**src/rtl/mem_buffer_reg_if.sv**
```systemverilog
// rtl/mem_buffer_reg_if.sv - CPU bus and memory handshake signals of the memory buffer register
interface mem_buffer_reg_if #(
  parameter int DATA_WIDTH = 32,
  parameter int ADDR_WIDTH = 16
);
  logic [DATA_WIDTH-1:0]   busDataIn;
  logic [DATA_WIDTH/8-1:0] byteEn;
  logic                    busLoad;
  logic                    memRead;
  logic                    memWrite;
  logic [ADDR_WIDTH-1:0]   addrIn;
  logic [DATA_WIDTH-1:0]   memDataIn;
  logic                    memAck;
  logic                    memReq;
  logic                    memWe;
  logic [ADDR_WIDTH-1:0]   memAddr;
  logic [DATA_WIDTH-1:0]   memDataOut;
  logic [DATA_WIDTH-1:0]   dataOut;
  logic                    busy;
  logic                    done;
  logic                    error;

  modport master (
    output busDataIn, byteEn, busLoad, memRead, memWrite, addrIn, memDataIn, memAck,
    input  memReq, memWe, memAddr, memDataOut, dataOut, busy, done, error
  );

  modport slave (
    input  busDataIn, byteEn, busLoad, memRead, memWrite, addrIn, memDataIn, memAck,
    output memReq, memWe, memAddr, memDataOut, dataOut, busy, done, error
  );
endinterface

```
**src/rtl/mem_buffer_reg.sv**
```systemverilog
// rtl/mem_buffer_reg.sv - memory buffer register with byte-masked bus load and timed memory transactions
module mem_buffer_reg #(
  parameter int DATA_WIDTH = 32,
  parameter int ADDR_WIDTH = 16,
  parameter int TIMEOUT    = 15
) (
  input  logic             clk,
  input  logic             resetN,
  mem_buffer_reg_if.slave  bus
);
  localparam int NB = DATA_WIDTH / 8;
  localparam int CW = $clog2(TIMEOUT + 1);

  typedef enum logic [1:0] {IDLE, RD, WR} state_t;

  state_t                state_q, state_n;
  logic [CW-1:0]         cnt_q, cnt_n;
  logic [DATA_WIDTH-1:0] data_q, data_n;
  logic [DATA_WIDTH-1:0] wdata_q, wdata_n;
  logic [ADDR_WIDTH-1:0] addr_q, addr_n;
  logic                  req_q, req_n;
  logic                  we_q, we_n;
  logic                  busy_q, busy_n;
  logic                  done_q, done_n;
  logic                  err_q, err_n;

  always_ff @(posedge clk or negedge resetN) begin
    if (!resetN) begin
      state_q <= IDLE;
      cnt_q   <= '0;
      data_q  <= '0;
      wdata_q <= '0;
      addr_q  <= '0;
      req_q   <= 1'b0;
      we_q    <= 1'b0;
      busy_q  <= 1'b0;
      done_q  <= 1'b0;
      err_q   <= 1'b0;
    end else begin
      state_q <= state_n;
      cnt_q   <= cnt_n;
      data_q  <= data_n;
      wdata_q <= wdata_n;
      addr_q  <= addr_n;
      req_q   <= req_n;
      we_q    <= we_n;
      busy_q  <= busy_n;
      done_q  <= done_n;
      err_q   <= err_n;
    end
  end

  always_comb begin
    state_n = state_q;
    cnt_n   = cnt_q;
    data_n  = data_q;
    wdata_n = wdata_q;
    addr_n  = addr_q;
    req_n   = req_q;
    we_n    = we_q;
    busy_n  = busy_q;
    done_n  = 1'b0;
    err_n   = err_q;
    case (state_q)
      IDLE: begin
        // Only the highest-priority request is taken; the others are dropped.
        if (bus.memRead || bus.memWrite) begin
          state_n = bus.memRead ? RD : WR;
          addr_n  = bus.addrIn;
          req_n   = 1'b1;
          we_n    = !bus.memRead;
          busy_n  = 1'b1;
          err_n   = 1'b0;
          cnt_n   = '0;
          if (!bus.memRead) wdata_n = data_q;
        end else if (bus.busLoad) begin
          for (int i = 0; i < NB; i++) begin
            if (bus.byteEn[i]) data_n[8*i +: 8] = bus.busDataIn[8*i +: 8];
          end
        end
      end
      RD, WR: begin
        // An ack arriving on the limit edge is checked first, so it wins over the timeout.
        if (bus.memAck || cnt_q == CW'(TIMEOUT - 1)) begin
          state_n = IDLE;
          req_n   = 1'b0;
          we_n    = 1'b0;
          busy_n  = 1'b0;
          done_n  = 1'b1;
          cnt_n   = '0;
          if (!bus.memAck) err_n = 1'b1;
          else if (state_q == RD) data_n = bus.memDataIn;
        end else begin
          cnt_n = cnt_q + CW'(1);
        end
      end
      default: state_n = IDLE;
    endcase
  end

  assign bus.memReq     = req_q;
  assign bus.memWe      = we_q;
  assign bus.memAddr    = addr_q;
  assign bus.memDataOut = wdata_q;
  assign bus.dataOut    = data_q;
  assign bus.busy       = busy_q;
  assign bus.done       = done_q;
  assign bus.error      = err_q;
endmodule
```
**src/flat_wrapper.sv**
```systemverilog
// flat-port wrapper written by rule: the top's interface ports become plain ports
module mem_buffer_reg_flat 
#(
  parameter int DATA_WIDTH = 32,
  parameter int ADDR_WIDTH = 16,
  parameter int TIMEOUT    = 15
)
  (clk, resetN, bus_busDataIn, bus_byteEn, bus_busLoad, bus_memRead, bus_memWrite, bus_addrIn, bus_memDataIn, bus_memAck, bus_memReq, bus_memWe, bus_memAddr, bus_memDataOut, bus_dataOut, bus_busy, bus_done, bus_error);
  mem_buffer_reg_if #(.DATA_WIDTH(DATA_WIDTH), .ADDR_WIDTH(ADDR_WIDTH)) bus_i ();
  input  logic clk;
  input  logic resetN;
  input wire logic [$bits(bus_i.busDataIn)-1:0] bus_busDataIn;
  input wire logic [$bits(bus_i.byteEn)-1:0] bus_byteEn;
  input wire logic [$bits(bus_i.busLoad)-1:0] bus_busLoad;
  input wire logic [$bits(bus_i.memRead)-1:0] bus_memRead;
  input wire logic [$bits(bus_i.memWrite)-1:0] bus_memWrite;
  input wire logic [$bits(bus_i.addrIn)-1:0] bus_addrIn;
  input wire logic [$bits(bus_i.memDataIn)-1:0] bus_memDataIn;
  input wire logic [$bits(bus_i.memAck)-1:0] bus_memAck;
  output wire logic [$bits(bus_i.memReq)-1:0] bus_memReq;
  output wire logic [$bits(bus_i.memWe)-1:0] bus_memWe;
  output wire logic [$bits(bus_i.memAddr)-1:0] bus_memAddr;
  output wire logic [$bits(bus_i.memDataOut)-1:0] bus_memDataOut;
  output wire logic [$bits(bus_i.dataOut)-1:0] bus_dataOut;
  output wire logic [$bits(bus_i.busy)-1:0] bus_busy;
  output wire logic [$bits(bus_i.done)-1:0] bus_done;
  output wire logic [$bits(bus_i.error)-1:0] bus_error;
  assign bus_i.busDataIn = bus_busDataIn;
  assign bus_i.byteEn = bus_byteEn;
  assign bus_i.busLoad = bus_busLoad;
  assign bus_i.memRead = bus_memRead;
  assign bus_i.memWrite = bus_memWrite;
  assign bus_i.addrIn = bus_addrIn;
  assign bus_i.memDataIn = bus_memDataIn;
  assign bus_i.memAck = bus_memAck;
  assign bus_memReq = bus_i.memReq;
  assign bus_memWe = bus_i.memWe;
  assign bus_memAddr = bus_i.memAddr;
  assign bus_memDataOut = bus_i.memDataOut;
  assign bus_dataOut = bus_i.dataOut;
  assign bus_busy = bus_i.busy;
  assign bus_done = bus_i.done;
  assign bus_error = bus_i.error;
  mem_buffer_reg #(.DATA_WIDTH(DATA_WIDTH), .ADDR_WIDTH(ADDR_WIDTH), .TIMEOUT(TIMEOUT)) u_core (.clk(clk), .resetN(resetN), .bus(bus_i));
endmodule
```
**config.mk**
```make
export PLATFORM = sky130hd
export DESIGN_NAME = mem_buffer_reg_flat
export DESIGN_NICKNAME = d
export VERILOG_FILES = /design/src/rtl/mem_buffer_reg_if.sv /design/src/rtl/mem_buffer_reg.sv /design/src/flat_wrapper.sv
export SDC_FILE = /design/constraint.sdc
export NUM_CORES = 1
export LEC_CHECK = 0
export ABC_AREA = 0
export BUFFER_PORTS_ARGS = -buffer_cell sky130_fd_sc_hd__buf_4
export CAP_MARGIN = 40
export CELL_PAD_IN_SITES_DETAIL_PLACEMENT = 0
export CELL_PAD_IN_SITES_GLOBAL_PLACEMENT = 1
export CORE_AREA = 2 2 108 110
export DETAILED_ROUTE_END_ITERATION = 10
export DIE_AREA = 0 0 110 112
export GPL_TIMING_DRIVEN = 0
export HOLD_SLACK_MARGIN = 0.02
export PLACE_DENSITY_LB_ADDON = 0.1
export RECOVER_POWER = 25
export REMOVE_ABC_BUFFERS = 1
export SLEW_MARGIN = 40
export SYNTH_ARGS = -nofsm -noshare
export SYNTH_HDL_FRONTEND = slang
export SYNTH_SLANG_ARGS = --single-unit
```
**constraint.sdc**
```tcl
create_clock -name clk -period 2.6 [get_ports clk]
set_input_delay 0.26 -clock clk [delete_from_list [all_inputs] [get_ports clk]]
set_output_delay 0.26 -clock clk [all_outputs]
set_load 0.01 [all_outputs]
```
Yosys cells after proc, flatten, opt, wreduce, memory -nomap -nowiden
Cells that the tools add are included.
- register bits: 90
- bits in latches: 0
- RAM bits: 0
- memory bits (read-only): 0
- bits of input ports: 90
- output and inout port bits: 85
- logic and storage cells: 72
- memories: 0
- add/sub/neg operators: 1
- multipliers: 0
- div/mod/pow operators: 0
- magnitude comparators: 0
- eq/ne operators: 14
- shift-type cells: 0
- muxes and demuxes: 28
- bitwise gates (word level): 1
- reductions and logical operators: 16
- operators by type and width (cell ; number):
    $mux W32 ; 5
    $pmux W32 S2 ; 1
    $mux W8 ; 4
    $reduce_and A7 Y1 ; 4
    $ne A2 B2 Y1 const B ; 8
    $mux W1 ; 8
    $mux W4 ; 2
    $pmux W4 S2 ; 1
    $mux W2 ; 3
    $ne A2 B1 Y1 const B ; 3
    $pmux W1 S2 ; 3
    $reduce_and A2 Y1 ; 3
    $reduce_and A3 Y1 ; 2
    $add A4 B1 Y4 const B ; 1
    $eq A4 B4 Y1 const B ; 1
    $pmux W2 S2 ; 1
    $reduce_and A4 Y1 ; 1
    $eq A2 B1 Y1 const B ; 1
    $eq A2 B2 Y1 const B ; 1
    $logic_not A2 Y1 ; 1
    $logic_or A1 B1 Y1 ; 2
    $reduce_bool A2 Y1 ; 1
    $reduce_or A2 Y1 ; 1
    $logic_not A1 Y1 ; 1
    $not A1 Y1 ; 1

Logic depth before layout (Yosys ltp)
- depth after elaboration: 5
- gate-level depth with buffers: 7
- depth with buffers taken out: 5

Least setup slack after synthesis
No wires, ideal clock.
- kind: flip-flop to flip-flop
- start: register u_core.state_q[0]
- end: register u_core.data_q[0], in the netlist u_core.bus.dataOut[0]
- setup time: 0.125 ns
- data arrival time: 1.985 ns
- data required time: 2.475 ns
- path slack: 0.490 ns
- cell stages (with the launch flop): 7
- path buffers: 2
- clock period less this slack: 2.110 ns
- cell sequence: dfrtp_1 -> inv_1 -> ha_1 -> clkbuf_1 -> clkbuf_1 -> mux2_2 -> mux2_2
- cells in the longest elaborated chain, start to end: 4
- elaborated cells between the ends (all ways): 13
- classes of those cells: eq/ne (8); mux (1); reduce/logical (4)
- ends and longest elaborated chain (element ; RTL line ; RTL):
    from (decl) ; mem_buffer_reg.sv:16 ; state_t state_q, state_n;
    from (signal assigned) ; mem_buffer_reg.sv:40 ; state_q <= state_n;
    $eq A2 B2 Y1 / $eq A2 B1 Y1 (equally long branches) ; mem_buffer_reg.sv:64, mem_buffer_reg.sv:92 ;
    $reduce_or A2 Y1 ; mem_buffer_reg.sv:64 ; case (state_q)
    $ne A2 B1 Y1 (no source line), or another cell as far along ; - ;
    $reduce_and A7 Y1 (no source line) ; - ;
    to (signal assigned) ; mem_buffer_reg.sv:42 ; data_q <= data_n;
    to (decl) ; mem_buffer_reg.sv:18 ; logic [DATA_WIDTH-1:0] data_q, data_n;
Several ways; a longest one is shown, not always the timed one.
A chain may end at the register's enable or synchronous reset.

Final worst setup path
- start: register u_core.state_q[1]
- end: register u_core.data_q[20], in the netlist u_core.bus.dataOut[20]
Same word-level chain as after synthesis.

==> impl_metrics.csv <==
group,metric,value,unit
synth,yosysWarnings,0,
drt,via_per_inst,4.75,
clock_network,cts_buffer_depth,2,
status,violations,"capacitance limit, slew limit",
global_route,grt_pass1_vias,2862,
floorplan,num_rows,39,
timing,skew,0.00825,ns
synth,ys_top_cells_by_area,"dfrtp_1 (56%), mux2_2 (30%), a2111oi_4 (2.7%)",
timing,max_freq,413,MHz
power,p_total,7.74,mW
clock_network,ctsRootBufferMaster,"clkbuf_16",
power,vdd_drop_max,0.513,mV
cells_and_area,fin_nets,539,
status,status,"complete, but fails checks",
global_route,grt_max_degree,91,
critical_path,crit_type,"reg2reg",
critical_path,crit_arrival,2.64,ns
power,pwr-share-seq,32.7,%
critical_path,path_max_fanout,20,
timing,fin_crit_sh,93.1,%
clock_network,clk_pin_slew,0.06,ns
global_route,grt.overflow.total,0,
critical_path,cp_slowest_cell,"a2111oi_4",
floorplan,ios,175,
floorplan,dieWidth,110,µm
drt,final_antenna_net_count,0,
cells_and_area,fillers,994,
timing,tightest_slew,2.23,ns
hold_path,hp-class,"in2reg",
synth,synth_cell_types,35,
clock_network,numCtsBuffers,9,
critical_path,path_cells,"inv_1, ha_4, nor2b_4, buf_4, a2111oi_4, mux2_2",
power,clkPwrFrac,17.0,%
floorplan,core_area,11200,µm²
synth,syn_area,4050,µm²
cells_and_area,final_cells,591,
floorplan,dieArea,12300,µm²
clock_network,clk_latency,0.34,ns
cells_and_area,drive_above_1_share,69.2,%
power,p_per_area,1320,nW/µm²
global_route,grt_use_total,15.9,%
power,power.share.switching,32.7,%
synth,synth_top_area_share,55.6,%
place,gp_congestion,0.722,
timing,slew_violations,91,
clock_network,cts.hold.buffers_added,0,
clock_network,cts_tree,"built",
power,power_switching,2.53,mW
drt,num_vias,2810,
place,io_buffers,174,
place,dp_hpwl,6630,µm
synth,ys_ff_latch,90,
power,leakagePower,2.69,nW
timing,whs,0.146,ns
cells_and_area,areaGrowthSynthToFinish,44.5,%
run,cap_violations,1,
timing,finalSetupTns,0,ns
drt,drt_iter0_drc,86,
critical_path,startpoint_type,"flop",
timing,period_needed,2.42,ns
place,dp_slack,-0.178,ns
global_route,grt_pass1_wl,14900,µm
cells_and_area,final_cell_area,5850,µm²
power,combPwrFrac,50.3,%
synth,yosysSeqAreaShare,55.6,%
clock_network,cts_max_level,3,
global_route,antenna_found_initial,0,
cells_and_area,layout_commonest_cell,"buf_4",
critical_path,max_stage_delay,0.66,ns
timing,final_hold_viol_count,0,
synth,synth_cells,271,
drt,drt-pass1-iter-count,4,
place,place_area,5500,µm²
synth,yosysTopAreaCell,"dfrtp_1",
synth,syn_area_per_cell,14.9,µm²
power,intPower,5.21,mW
cells_and_area,final_cell_mix,"buf_4 (175), mux2_2 (109), dfrtp_1 (90)",
critical_path,cp.required,2.82,ns
floorplan,start_util,36.2,%
clock_network,cts_sinks,90,
timing,relSlewSlack,-48.9,%
critical_path,critPathCaptureType,"flop",
place,dp.cells,573,
cells_and_area,utilization,52.4,%
cells_and_area,diodes,0,
drt,avgRoutedWirePerCell,16.2,µm
timing,setup_viol,0,
timing,rsz0062_at_grt,"false",
drt,drcViolationCount,0,
drt,drt_wl_total,9560,µm
timing,setup_ws,0.179,ns
floorplan,die_h,112,µm
worst max-delay path, delay by kind of cell, from the launching register on:
family                   cells  cell delay (ns)
flip-flops                   1             0.40
buffers and inverters        2             0.24
adder cells (fa/ha/maj)      1             0.37
AND/OR/NAND/NOR              1             0.22
multiplexers                 1             0.41
AO/OA/AOI/OAI                1             0.66
cell type report:
class | instances | area (µm²) | area share, %
repair buffers | 177 | 1350 | 23.0
flip-flops and latches | 90 | 2250 | 38.5
multi-input cells | 159 | 1740 | 29.8
clock buffers | 13 | 270 | 4.62
well taps | 143 | 179 | 3.06
clock inverters | 2 | 35.0 | 0.599
inverters | 7 | 26.3 | 0.449
metal layers:
layer / global-route usage (%) / wire (µm)
met5: 0 / 0
met4: 5.57 / 139
met3: 5.44 / 691
met2: 25.7 / 4770
met1: 19.8 / 3970
synthesized netlist by cell type:
library cell / instances
mux2_2: 109
dfrtp_1: 90
inv_1: 7
clkbuf_1: 6
buf_1: 5
ha_1: 5
a2111oi_4: 4
nand4bb_1: 4
mux2_1: 3
nand3_1: 3
o21ai_0: 3
a21oi_1: 2
buf_2: 2
buf_4: 2
nand2_1: 2
nand2b_1: 2
nor2b_1: 2
o211ai_1: 2
o22ai_1: 2
a211o_1: 1
a211oi_1: 1
a21boi_0: 1
a311oi_1: 1
and2_1: 1
and3_1: 1
nand3b_1: 1
nand4b_1: 1
nor3b_1: 1
o21a_1: 1
o21ai_1: 1
o22a_1: 1
o2bb2ai_1: 1
o32ai_1: 1
or2_2: 1
or4b_2: 1
flip-flops by register name (all words and copies together), names as in the netlist:
name                   cells
u_core.bus.dataOut        32
u_core.cnt_q               4
u_core.bus.memWe           1
u_core.bus.memDataOut     32
u_core.bus.memReq          1
u_core.bus.memAddr        16
u_core.bus.error           1
u_core.bus.done            1
u_core.state_q             2
timing repair:
action / CTS / global route
gates resized for setup: 1 / 0
pin swaps: 0 / 1
setup endpoints to repair: 20 / 9
setup buffers: 0 / 3
final timing paths:
| kind | startpoint | slack [ns] | depth (start not counted) | endpoint |
|---|---|---|---|---|
| setup / recovery | u_core.state_q[1] | 0.18 | 6 | u_core.bus.dataOut[20] |
| hold / removal | bus_addrIn[2] | 0.15 | 2 | u_core.bus.memAddr[2] |
| setup reg to reg | u_core.state_q[1] | 0.18 | 6 | u_core.bus.dataOut[20] |
| hold reg to reg | u_core.bus.memAddr[1] | 0.50 | 1 | u_core.bus.memAddr[1] |
| max in group asynchronous | resetN | 0.70 | 1 | u_core.bus.memDataOut[8] |
| min in group asynchronous | resetN | 0.58 | 1 | u_core.bus.memDataOut[17] |
power by group through the flow:
stage	clock (mW)	combinational [mW]	sequential, mW
3_5_place_dp	0	3.84	2.56
2_1_floorplan	0	1.83	2.83
4_1_cts	1.36	3.86	2.54
3_3_place_gp	0	3.79	2.51
5_1_grt	1.43	4.20	2.63
6_report	1.32	3.89	2.53
cells by family (layout without fill, tap and decap cells):
kind of cell,count (synthesis),in the layout,share of synthesized area (%)
compound gates,22,22,5.78
fa+ha+maj,5,5,1.55
buf+inv,22,199,2.29
flops,90,90,55.6
mux,112,112,31.2
simple gates,20,20,3.59
Power figures use the tool's default switching activity.
